`src/rtl/spi_reg_hub_pkg.sv`:
```
// Shared types and constants for the SPI register hub.
package spi_hub_pkg;

    typedef enum logic [2:0] {IDLE, CMD, REG, STAT, MEM, IGN} state_t;

    localparam int CMD_W        = 8;
    localparam int CMD_W_BIT    = 7;
    localparam int CMD_ADDR_MSB = 6;
    localparam int STATUS_W     = 16;

    function automatic int max3(input int a, input int b, input int c);
        int m;
        m = (a > b) ? a : b;
        return (m > c) ? m : c;
    endfunction

endpackage

```
`src/rtl/spi_reg_hub_if.sv`:
```
// SPI pins plus config/status/memory buses of the hub; no backpressure, all strobes are 1-clk pulses.
interface spi_reg_hub_if #(
    parameter int NREG  = 4,
    parameter int REG_W = 32,
    parameter int AW    = 12,
    parameter int MW    = 16
);
    logic                  ncs_spi;
    logic                  sck_spi;
    logic                  mosi_spi;
    logic                  miso_spi;
    logic [NREG*REG_W-1:0] cfg_q;
    logic [NREG-1:0]       cfg_wr_stb;
    logic [15:0]           status_in;
    logic [AW-1:0]         mem_addr;
    logic                  mem_rd_stb;
    logic [MW-1:0]         mem_data;

    modport slave (
        input  ncs_spi, sck_spi, mosi_spi, status_in, mem_data,
        output miso_spi, cfg_q, cfg_wr_stb, mem_addr, mem_rd_stb
    );

    modport master (
        output ncs_spi, sck_spi, mosi_spi, status_in, mem_data,
        input  miso_spi, cfg_q, cfg_wr_stb, mem_addr, mem_rd_stb
    );
endinterface

```
`src/rtl/spi_reg_hub_edge_sync.sv`:
```
// Two-flop synchronisers for the SPI pins plus registered edge pulses.
// Pin-to-event latency is 3 clk; mosi and ncs level are delayed to line up with the events.
module spi_edge_sync (
    input  logic clk,
    input  logic rst,
    input  logic i_ncs,
    input  logic i_sck,
    input  logic i_mosi,
    output logic o_sck_rise,
    output logic o_sck_fall,
    output logic o_ncs_fall,
    output logic o_ncs_rise,
    output logic o_ncs,
    output logic o_mosi
);
    logic [2:0] r_sck;
    logic [2:0] r_ncs;
    logic [1:0] r_mosi;
    logic       r_sck_rise, r_sck_fall, r_ncs_fall, r_ncs_rise, r_ncs_lvl, r_mosi_q;

    // ncs chain resets low so a frame already running at reset never shows a falling edge
    always_ff @(posedge clk) begin
        if (rst) begin
            r_sck      <= '0;
            r_ncs      <= '0;
            r_mosi     <= '0;
            r_sck_rise <= 1'b0;
            r_sck_fall <= 1'b0;
            r_ncs_fall <= 1'b0;
            r_ncs_rise <= 1'b0;
            r_ncs_lvl  <= 1'b0;
            r_mosi_q   <= 1'b0;
        end else begin
            r_sck      <= {r_sck[1:0], i_sck};
            r_ncs      <= {r_ncs[1:0], i_ncs};
            r_mosi     <= {r_mosi[0], i_mosi};
            r_sck_rise <= r_sck[1] & ~r_sck[2];
            r_sck_fall <= ~r_sck[1] & r_sck[2];
            r_ncs_fall <= ~r_ncs[1] & r_ncs[2];
            r_ncs_rise <= r_ncs[1] & ~r_ncs[2];
            r_ncs_lvl  <= r_ncs[1];
            r_mosi_q   <= r_mosi[1];
        end
    end

    assign o_sck_rise = r_sck_rise;
    assign o_sck_fall = r_sck_fall;
    assign o_ncs_fall = r_ncs_fall;
    assign o_ncs_rise = r_ncs_rise;
    assign o_ncs      = r_ncs_lvl;
    assign o_mosi     = r_mosi_q;
endmodule

```
`src/rtl/spi_reg_hub.sv`:
```
// SPI mode-0 slave: config register bank with auto-increment bursts, status word, memory read stream.
// Events lag the pins by 3 clk; no backpressure, sck must stay at or below clk/8.
module spi_reg_hub
    import spi_hub_pkg::*;
#(
    parameter int               NREG      = 4,
    parameter int               REG_W     = 32,
    parameter int               AW        = 12,
    parameter int               MW        = 16,
    parameter logic [7:0]       DEV_ID    = 8'h91,
    parameter logic [REG_W-1:0] CFG_RESET = '0
) (
    input  logic clk,
    input  logic rst,
    spi_reg_hub_if.slave bus
);
    localparam int TXW = max3(REG_W, MW, STATUS_W);
    localparam int CW  = $clog2(TXW + 1);
    localparam int PW  = (NREG > 1) ? $clog2(NREG) : 1;

    logic w_sck_rise, w_sck_fall, w_ncs_fall, w_ncs_rise, w_ncs, w_mosi;

    spi_edge_sync u_sync (
        .clk        (clk),
        .rst        (rst),
        .i_ncs      (bus.ncs_spi),
        .i_sck      (bus.sck_spi),
        .i_mosi     (bus.mosi_spi),
        .o_sck_rise (w_sck_rise),
        .o_sck_fall (w_sck_fall),
        .o_ncs_fall (w_ncs_fall),
        .o_ncs_rise (w_ncs_rise),
        .o_ncs      (w_ncs),
        .o_mosi     (w_mosi)
    );

    state_t           r_state, w_state_nxt;
    logic [CW-1:0]    r_bitcnt, w_len_m1;
    logic [REG_W-2:0] r_rx;
    logic [REG_W-1:0] w_rx_nxt;
    logic [TXW-1:0]   r_tx;
    logic [PW-1:0]    r_ptr, w_ptr_inc;
    logic             r_wr, r_miso, r_mem_stb;
    logic [REG_W-1:0] r_cfg [NREG];
    logic [NREG-1:0]  r_stb;
    logic [AW-1:0]    r_mem_addr;
    logic [6:0]       w_addr;
    logic             w_word_done, w_addr_is_reg, w_addr_is_stat, w_ptr_last;

    assign w_rx_nxt       = {r_rx, w_mosi};
    assign w_addr         = w_rx_nxt[CMD_ADDR_MSB:0];
    assign w_addr_is_reg  = int'(w_addr) < NREG;
    assign w_addr_is_stat = int'(w_addr) == NREG;
    assign w_ptr_inc      = r_ptr + 1'b1;
    assign w_ptr_last     = (r_ptr == PW'(NREG - 1));
    assign w_word_done    = w_sck_rise && (r_bitcnt == w_len_m1);

    always_comb begin
        w_len_m1 = CW'(TXW - 1);
        case (r_state)
            CMD:     w_len_m1 = CW'(CMD_W - 1);
            REG:     w_len_m1 = CW'(REG_W - 1);
            STAT:    w_len_m1 = CW'(STATUS_W - 1);
            MEM:     w_len_m1 = CW'(MW - 1);
            default: ;
        endcase
    end

    always_comb begin
        w_state_nxt = r_state;
        if (w_ncs) begin
            w_state_nxt = IDLE;
        end else begin
            case (r_state)
                IDLE: if (w_ncs_fall) w_state_nxt = CMD;
                CMD: if (w_word_done) begin
                    if (w_addr_is_reg)       w_state_nxt = REG;
                    else if (w_addr_is_stat) w_state_nxt = STAT;
                    else                     w_state_nxt = IGN;
                end
                REG:  if (w_word_done && w_ptr_last) w_state_nxt = IGN;
                STAT: if (w_word_done) w_state_nxt = MEM;
                default: ;
            endcase
        end
    end

    always_ff @(posedge clk) begin
        if (rst) r_state <= IDLE;
        else     r_state <= w_state_nxt;
    end

    // Transmit data is held MSB-aligned in r_tx whatever the word width
    always_ff @(posedge clk) begin
        if (rst) begin
            r_bitcnt   <= '0;
            r_rx       <= '0;
            r_tx       <= '0;
            r_ptr      <= '0;
            r_wr       <= 1'b0;
            r_miso     <= 1'b0;
            r_stb      <= '0;
            r_mem_stb  <= 1'b0;
            r_mem_addr <= '0;
            for (int k = 0; k < NREG; k++) r_cfg[k] <= CFG_RESET;
        end else begin
            r_stb     <= '0;
            r_mem_stb <= 1'b0;
            if (w_ncs_rise) r_wr <= 1'b0;
            if (w_ncs) begin
                r_bitcnt <= '0;
                r_miso   <= 1'b0;
            end else begin
                if (r_state == IDLE && w_ncs_fall) begin
                    r_bitcnt <= '0;
                    r_tx     <= TXW'(DEV_ID) << (TXW - 7);
                    r_miso   <= DEV_ID[7];
                end
                if (w_sck_rise && r_state != IDLE && r_state != IGN) begin
                    r_rx     <= w_rx_nxt[REG_W-2:0];
                    r_bitcnt <= w_word_done ? '0 : r_bitcnt + 1'b1;
                end
                if (w_word_done) begin
                    case (r_state)
                        CMD: begin
                            r_wr <= w_rx_nxt[CMD_W_BIT];
                            if (w_addr_is_reg) begin
                                r_ptr <= PW'(w_addr);
                                r_tx  <= TXW'(r_cfg[PW'(w_addr)]) << (TXW - REG_W);
                            end else if (w_addr_is_stat) begin
                                r_tx       <= TXW'(bus.status_in) << (TXW - STATUS_W);
                                r_mem_addr <= '0;
                                r_mem_stb  <= 1'b1;
                            end else begin
                                r_tx <= '0;
                            end
                        end
                        REG: begin
                            if (r_wr) begin
                                r_cfg[r_ptr] <= w_rx_nxt;
                                r_stb[r_ptr] <= 1'b1;
                            end
                            if (w_ptr_last) begin
                                r_tx <= '0;
                            end else begin
                                r_ptr <= w_ptr_inc;
                                r_tx  <= TXW'(r_cfg[w_ptr_inc]) << (TXW - REG_W);
                            end
                        end
                        STAT, MEM: begin
                            r_tx       <= TXW'(bus.mem_data) << (TXW - MW);
                            r_mem_addr <= r_mem_addr + 1'b1;
                            r_mem_stb  <= 1'b1;
                        end
                        default: ;
                    endcase
                end
                if (w_sck_fall) begin
                    r_miso <= (r_state == IDLE || r_state == IGN) ? 1'b0 : r_tx[TXW-1];
                    r_tx   <= r_tx << 1;
                end
            end
        end
    end

    always_comb begin
        bus.cfg_q = '0;
        for (int k = 0; k < NREG; k++) bus.cfg_q[k*REG_W +: REG_W] = r_cfg[k];
    end

    assign bus.cfg_wr_stb = r_stb;
    assign bus.miso_spi   = r_miso;
    assign bus.mem_addr   = r_mem_addr;
    assign bus.mem_rd_stb = r_mem_stb;
endmodule

```
`src/flat_wrapper.sv`:
```
// flat-port wrapper written by rule: the top's interface ports become plain ports
module spi_reg_hub_flat import spi_hub_pkg::*;
#(
    parameter int               NREG      = 4,
    parameter int               REG_W     = 32,
    parameter int               AW        = 12,
    parameter int               MW        = 16,
    parameter logic [7:0]       DEV_ID    = 8'h91,
    parameter logic [REG_W-1:0] CFG_RESET = '0
)
  (clk, rst, bus_ncs_spi, bus_sck_spi, bus_mosi_spi, bus_status_in, bus_mem_data, bus_miso_spi, bus_cfg_q, bus_cfg_wr_stb, bus_mem_addr, bus_mem_rd_stb);
  spi_reg_hub_if #(.NREG(NREG), .REG_W(REG_W), .AW(AW), .MW(MW)) bus_i ();
  input  logic clk;
  input  logic rst;
  input wire logic [$bits(bus_i.ncs_spi)-1:0] bus_ncs_spi;
  input wire logic [$bits(bus_i.sck_spi)-1:0] bus_sck_spi;
  input wire logic [$bits(bus_i.mosi_spi)-1:0] bus_mosi_spi;
  input wire logic [$bits(bus_i.status_in)-1:0] bus_status_in;
  input wire logic [$bits(bus_i.mem_data)-1:0] bus_mem_data;
  output wire logic [$bits(bus_i.miso_spi)-1:0] bus_miso_spi;
  output wire logic [$bits(bus_i.cfg_q)-1:0] bus_cfg_q;
  output wire logic [$bits(bus_i.cfg_wr_stb)-1:0] bus_cfg_wr_stb;
  output wire logic [$bits(bus_i.mem_addr)-1:0] bus_mem_addr;
  output wire logic [$bits(bus_i.mem_rd_stb)-1:0] bus_mem_rd_stb;
  assign bus_i.ncs_spi = bus_ncs_spi;
  assign bus_i.sck_spi = bus_sck_spi;
  assign bus_i.mosi_spi = bus_mosi_spi;
  assign bus_i.status_in = bus_status_in;
  assign bus_i.mem_data = bus_mem_data;
  assign bus_miso_spi = bus_i.miso_spi;
  assign bus_cfg_q = bus_i.cfg_q;
  assign bus_cfg_wr_stb = bus_i.cfg_wr_stb;
  assign bus_mem_addr = bus_i.mem_addr;
  assign bus_mem_rd_stb = bus_i.mem_rd_stb;
  spi_reg_hub #(.NREG(NREG), .REG_W(REG_W), .AW(AW), .MW(MW), .DEV_ID(DEV_ID), .CFG_RESET(CFG_RESET)) u_core (.clk(clk), .rst(rst), .bus(bus_i));
endmodule
```
`config.mk`:
```
export PLATFORM = sky130hd
export DESIGN_NAME = spi_reg_hub_flat
export DESIGN_NICKNAME = d
export VERILOG_FILES = /design/src/rtl/spi_reg_hub_pkg.sv /design/src/rtl/spi_reg_hub_if.sv /design/src/rtl/spi_reg_hub_edge_sync.sv /design/src/rtl/spi_reg_hub.sv /design/src/flat_wrapper.sv
export SDC_FILE = /design/constraint.sdc
export NUM_CORES = 1
export LEC_CHECK = 0
export CAP_MARGIN = 20
export CORE_MARGIN = 1.5
export CORE_UTILIZATION = 49
export CTS_CLUSTER_DIAMETER = 120
export DETAILED_ROUTE_END_ITERATION = 10
export PLACE_DENSITY_LB_ADDON = 0.05
export SYNTH_ARGS = -nofsm -noshare
export SYNTH_HDL_FRONTEND = slang
export SYNTH_SLANG_ARGS = --single-unit
```
`constraint.sdc`:
```
create_clock -name clk -period 5 [get_ports clk]
set_clock_uncertainty 0.05 [all_clocks]
set_input_delay 1 -clock clk [delete_from_list [all_inputs] [get_ports clk]]
set_output_delay 1 -clock clk [all_outputs]
set_load 0.02 [all_outputs]
```
==> results of run 1 <==
-- worst paths after layout --
| path | end | slack (ps) | depth (start not counted) | startpoint |
|---|---|---|---|---|
| worst max-delay path | u_core.r_cfg[2][24] | 1520 | 8 | u_core.r_state[0] |
| worst min-delay path | u_core.u_sync.o_sck_rise | 360 | 1 | u_core.u_sync.r_sck[2] |
| worst max register to register | u_core.r_cfg[2][24] | 1520 | 8 | u_core.r_state[0] |
| worst min register to register | u_core.u_sync.o_sck_rise | 360 | 1 | u_core.u_sync.r_sck[2] |
-- critical path, stage by stage (launching register included) --
cell and delay, ps:
dfxtp_1 590, or3b_4 490, nor3_4 160, a31oi_2 120, nor4_2 660, buf_4 290
and3_1 180, or2_2 140, buf_4 430
-- synth_stat cells (2+ instances only) --
cell type / number
and2_1: 135
edfxtp_1: 128
dfxtp_1: 106
nand2_1: 103
mux4_2: 64
a21oi_1: 63
clkbuf_1: 55
o21ai_0: 41
inv_1: 24
a211oi_1: 23
a221oi_1: 23
nor2_1: 20
nand3_1: 19
a222oi_1: 16
nor3_1: 14
nor2b_1: 13
buf_2: 10
o2bb2ai_1: 8
or3_1: 7
ha_1: 6
a31oi_1: 5
and3_1: 5
or4_1: 5
xor2_1: 5
buf_1: 4
clkbuf_2: 4
mux2i_1: 4
nand2b_1: 3
nor4_1: 3
o211ai_1: 3
o31ai_1: 3
or2_2: 3
a21o_1: 2
a22o_1: 2
a41o_1: 2
nor3b_1: 2
-- kinds of logic after synthesis --
logic type      after synthesis  synth area share
flops                       234             0.535
xor+xnor                      5           0.00393
compound gates              205             0.123
fa+ha+maj                     6           0.00673
buf+inv                      99            0.0356
simple gates                340             0.163
mux                          68             0.133
-- layer usage --
layer,vias up,part of all wire
met5,-,0
met4,0,0.012
met3,35,0.069
met2,335,0.49
met1,4227,0.43
li1,3901,-
-- power breakdown --
group	total (W)	internal [W]	switching, W
Combinational	0.000331	0.000165	0.000165
Clock	0.00184	0.00109	0.000746
Sequential	0.00214	0.00208	0.0000570
-- cell type report --
class | count | area (µm²)
multi-input combinational | 624 | 4830
tap | 285 | 357
timing repair buffer | 207 | 2030
inverter | 25 | 93.8
clock inverter | 13 | 143
sequential | 234 | 5970
fill | 1797 | 8420
clock buffer | 32 | 662
-- flip-flops by register name, indices dropped and copies added, names as in the netlist, 2 cells and up --
name,cells
u_core.bus.cfg_wr_stb,4
u_core.bus.mem_addr,12
u_core.r_bitcnt,6
u_core.r_cfg,128
u_core.r_ptr,2
u_core.r_rx,31
u_core.r_state,3
u_core.r_tx,32
u_core.u_sync.r_mosi,2
u_core.u_sync.r_ncs,3
u_core.u_sync.r_sck,3
-- metrics by stage --
stage | instance area [µm²] | worst slack (ps)
after floorplan | 11200 | 1220
after global placement | 13300 | 1400
after detailed placement | 13300 | 1330
after CTS | 14100 | 1560
after global routing | 14100 | 1390
final | 14100 | 1520
==> metrics.yaml, run 1 <==
clocking:
  clock-sinks: 234
  cts_root_buf: "clkbuf_16"
  cts.clk_slew.worst_paths_ps: 60
  clk_latency_ps: 510
  holdBufCountCts: 0
  cts_tree: "built"
  cts_buffer_depth: 3
  post-cts-setup-buffers: 0
  htreeDepth: 1
  cts_resized: 0
  cts_buffers: 25
global_routing:
  grt_pass1_wl_mm: 49.3
  grt_util_all_layers: 0.271
  overflow: 0
  grt_max_degree: 57
  met3_usage: 0.0417
  grt_pass1_vias: 8388
  antenna_found_initial: 0
  grt_busiest_layer: "met2"
  grt_use_met1: 0.371
  gr-usage-met2: 0.461
setup_path:
  cp.arrival_ps: 3580
  crit_path_max_fanout: 30
  cp-start-kind: "register"
  critPathRequiredTime_ps: 5100
  critical_path_class: "register to register"
  end_kind: "register"
synth:
  syn_inst: 957
  async_reset_ff_frac: 0
  synth-seq-cells: 234
  seq_area_frac_synth: 0.535
  netlist_area_um2: 11200
  synth_top_area_frac: 0.345
  synth.area.top_cells: "edfxtp_1 (34%), dfxtp_1 (19%), mux4_2 (13%)"
  synth_top_cell_by_area: "edfxtp_1"
  synth_edf_count: 128
  synth_ff_type: "edfxtp_1"
  synth.net_count: 1000
  synth_cell_types: 60
  yosysWarnings: 0
  syn_avg_cell_area_um2: 11.7
routing:
  drcViolationCount: 0
  routed-via-count: 8498
  drtPass1Iterations: 5
  viasPerCell: 5.98
  drtIter0Drc: 831
  drt-wirelength-per-cell_um: 22.7
  detail-route-antenna-nets: 0
  wl_mm: 32.2
timing:
  setup_viol: 0
  rsz0062_at_grt: "false"
  maxSlewViolCount: 0
  period_share: 0.697
  tns_ps: 0
  hold_viol_final: 0
  fmax_mhz: 287
  worst_pin_slew_ps: 1100
  fin_crit_ps: 3480
  holdWs_ps: 362
  max_slew_margin: 0.263
pwr:
  power.leakage_nw: 4.84
  power_w: 0.00431
  cellPowerDensity_nw_per_um2: 306
  peakVddDrop_v: 0.000213
floorplan:
  io_pins: 183
  fp.dieW_um: 154
  fp.dieArea_um2: 23700
  start_util: 0.496
  die_h_um: 154
  core_um2: 22500
  rows: 55
cells_and_area:
  syn_to_final_growth_pct: 26.2
  stdcell_count: 1420
  final_cell_mix: "clkdlybuf4s50_1 (181), and2_1 (135), edfxtp_1 (128), nand2_1 (103), dfxtp_1 (103)"
  layout-drive-gt1-share: 0.130
  final_common_cell: "clkdlybuf4s50_1"
  final_net_count: 1160
  diodes: 0
  utilization: 0.626
placement:
  dp_hpwl_mm: 21.2
  routabilityCongestion: 0.847
  dp_cells: 1374
  portBuffers: 182
job:
  drv_cap: 0
status:
  status: "completed"
min_path:
  hold_class: "register to register"
(Power assumes the default switching activity.)
==> run 2: changes to the inputs <==
--- a/config.mk
+++ b/config.mk
@@ -7,7 +7,7 @@
 export LEC_CHECK = 0
 export CAP_MARGIN = 20
 export CORE_MARGIN = 1.5
-export CORE_UTILIZATION = 49
+export CORE_UTILIZATION = 54
 export CTS_CLUSTER_DIAMETER = 120
 export DETAILED_ROUTE_END_ITERATION = 10
 export PLACE_DENSITY_LB_ADDON = 0.05
==> constraint.sdc (replaced) <==
create_clock -name clk -period 3.6 [get_ports clk]
set_clock_uncertainty 0.05 [all_clocks]
set_input_delay 0.72 -clock clk [delete_from_list [all_inputs] [get_ports clk]]
set_output_delay 0.72 -clock clk [all_outputs]
set_load 0.02 [all_outputs]
==> metrics.yaml, run 2 (same netlist as run 1, synthesis figures left out) <==
global_routing:
  grt_pass1_wl_mm: 48.8
  overflow: 0
  grt_max_degree: 57
  antenna_found_initial: 0
  grt_util_all_layers: 0.295
  grt_pass1_vias: 8340
cells_and_area:
  final_cell_mix: "clkdlybuf4s50_1 (181), and2_1 (135), edfxtp_1 (128), nand2_1 (103), dfxtp_1 (103)"
  final_net_count: 1167
  fillCellCount: 1478
  largest_reg_flops: 128
  largestRegisters: "u_core.r_cfg (128), u_core.r_tx (32), u_core.r_rx (31)"
  syn_to_final_growth_pct: 27.6
  regArea_um2: 5970
  multi_input_area_um2: 4830
  layout-drive-gt1-share: 0.137
  largest_register: "u_core.r_cfg"
  diodes: 0
  final_common_cell: "clkdlybuf4s50_1"
  stdcell_count: 1414
setup_path:
  r2r_setup_slack_ps: 580
  cp-start-kind: "register"
  cpLargestDelayFamily: "simple AND/OR/NAND/NOR gates"
  r2r-end: "u_core.r_cfg[0][2]"
  crit_path_max_fanout: 21
  crit_path_max_incr_delay_ps: 570
  critical_path_class: "register to register"
  critPathBufInv: 1
  cpMaxStageDelayCell: "dfxtp_1"
  path_cells: "or3b_4 -> nor3_4 -> a31oi_2 -> nor4_2 -> and3_1 -> or2_2 -> buf_12"
  critPathRequiredTime_ps: 3780
  r2r_cells: 7
  end_kind: "register"
  cp.arrival_ps: 3200
  r2r_start: "u_core.r_state[0]"
clocking:
  cts_tree: "built"
  clock-sinks: 234
  cts_resized: 0
  cts_buffers: 26
  cts_root_buf: "clkbuf_16"
  cts_buffer_depth: 3
  post-cts-setup-buffers: 0
  htreeDepth: 1
  holdBufCountCts: 0
  cts.clk_slew.worst_paths_ps: 60
  clk_latency_ps: 540
floorplan:
  fp.dieArea_um2: 21500
  start_util: 0.551
  rows: 52
  die_h_um: 147
  fp.dieW_um: 147
  core_um2: 20200
  io_pins: 183
timing:
  fmax_mhz: 331
  max_slew_margin: 0.445
  rsz0062_at_grt: "false"
  tns_ps: 0
  setup_viol: 0
  fin_crit_ps: 3020
  maxSlewViolCount: 0
  worst_pin_slew_ps: 833
  period_share: 0.839
  holdWs_ps: 369
  hold_viol_final: 0
pwr:
  peakVddDrop_v: 0.000414
  seqPwrFrac: 0.473
  p_int_w: 0.00487
  switching_share: 0.226
  power.leakage_nw: 4.92
  pwr-share-clk: 0.452
  power.switching_w: 0.00142
  cellPowerDensity_nw_per_um2: 442
  p_comb_frac: 0.075
routing:
  wl_mm: 32.2
  drt-wirelength-per-cell_um: 22.7
  detail-route-antenna-nets: 0
  drcViolationCount: 0
  drtPass1Iterations: 8
  met1_length_mm: 13.3
  top_layer: "met4"
  route.met2.wl_mm: 15.2
  viasPerCell: 6.15
  wl_met3_mm: 3.00
  routed-via-count: 8703
  drtIter0Drc: 754
placement:
  portBuffers: 182
  dp_hpwl_mm: 21.6
  dp_cells: 1366
  routabilityCongestion: 0.909
min_path:
  min-delay-start: "u_core.u_sync.r_sck[2]"
  hold_class: "register to register"
  worstHoldPathCells: 1
  holdPathEnd: "u_core.u_sync.o_sck_rise"
job:
  drv_cap: 0
status:
  status: "completed"
==> run 2: cell count changes in the layout (fill, tap and decap cells not counted), moves of 3 or more <==
cell       before  now
clkinv_1        2    5
clkbuf_1        6    3
buf_4          23   29
clkbuf_16      25   28
clkinv_2        8    4
==> run 2: layout make-up <==
cell class              count  area share
inverters                  25     0.00659
well taps                 270      0.0237
flip-flops and latches    234       0.419
clock buffers              33      0.0520
clock inverters            15      0.0134
repair buffers            213       0.146
multi-input cells         624       0.339
==> run 2: worst register-to-register path, delay by kind of cell, from the launching register on <==
kind	cells	cell delay [ps]
and+or+nand+nor	5	1750
DFF	1	570
buffers and inverters	1	230
AOI/OAI and AO/OA	1	110
==> run 2: power by group through the flow <==
stage	Clock [W]	Combinational, W	Sequential, W
detailed placement	0	0.000469	0.00303
CTS	0.00285	0.000471	0.00297
floorplan	0	0.000129	0.00309
global route	0.00296	0.000490	0.00298
finish	0.00285	0.000471	0.00298
global placement	0	0.000468	0.00303
==> run 2: worst max path at each step <==
stage,slack (ps),cells after the start,to,start
floorplan,250,11,u_core.r_tx[10],u_core.r_ptr[0]
global placement,720,7,u_core.r_cfg[2][8],u_core.r_state[0]
finish,580,7,u_core.r_cfg[0][2],u_core.r_state[0]
CTS,620,7,u_core.r_cfg[0][7],u_core.r_state[0]
detailed placement,640,7,u_core.r_cfg[0][2],u_core.r_state[0]
global route,440,7,u_core.r_cfg[2][2],u_core.r_state[0]
==> run 2: metal layers <==
metal  track usage  vias up
met3        0.0575       51
li1              -     3913
met1         0.423     4306
met4        0.0778        0
met5             0        -
met2         0.465      433
==> run 2: metrics by stage <==
step | cell area, µm² | total power (W) | util | setup WS [ps]
global placement | 13300 | 0.00350 | 0.657 | 723
floorplan | 11200 | 0.00322 | - | 248
global route | 14200 | 0.00644 | 0.703 | 443
detailed placement | 13300 | 0.00350 | 0.657 | 645
CTS | 14200 | 0.00630 | 0.703 | 617
finish | 14200 | 0.00629 | 0.703 | 579
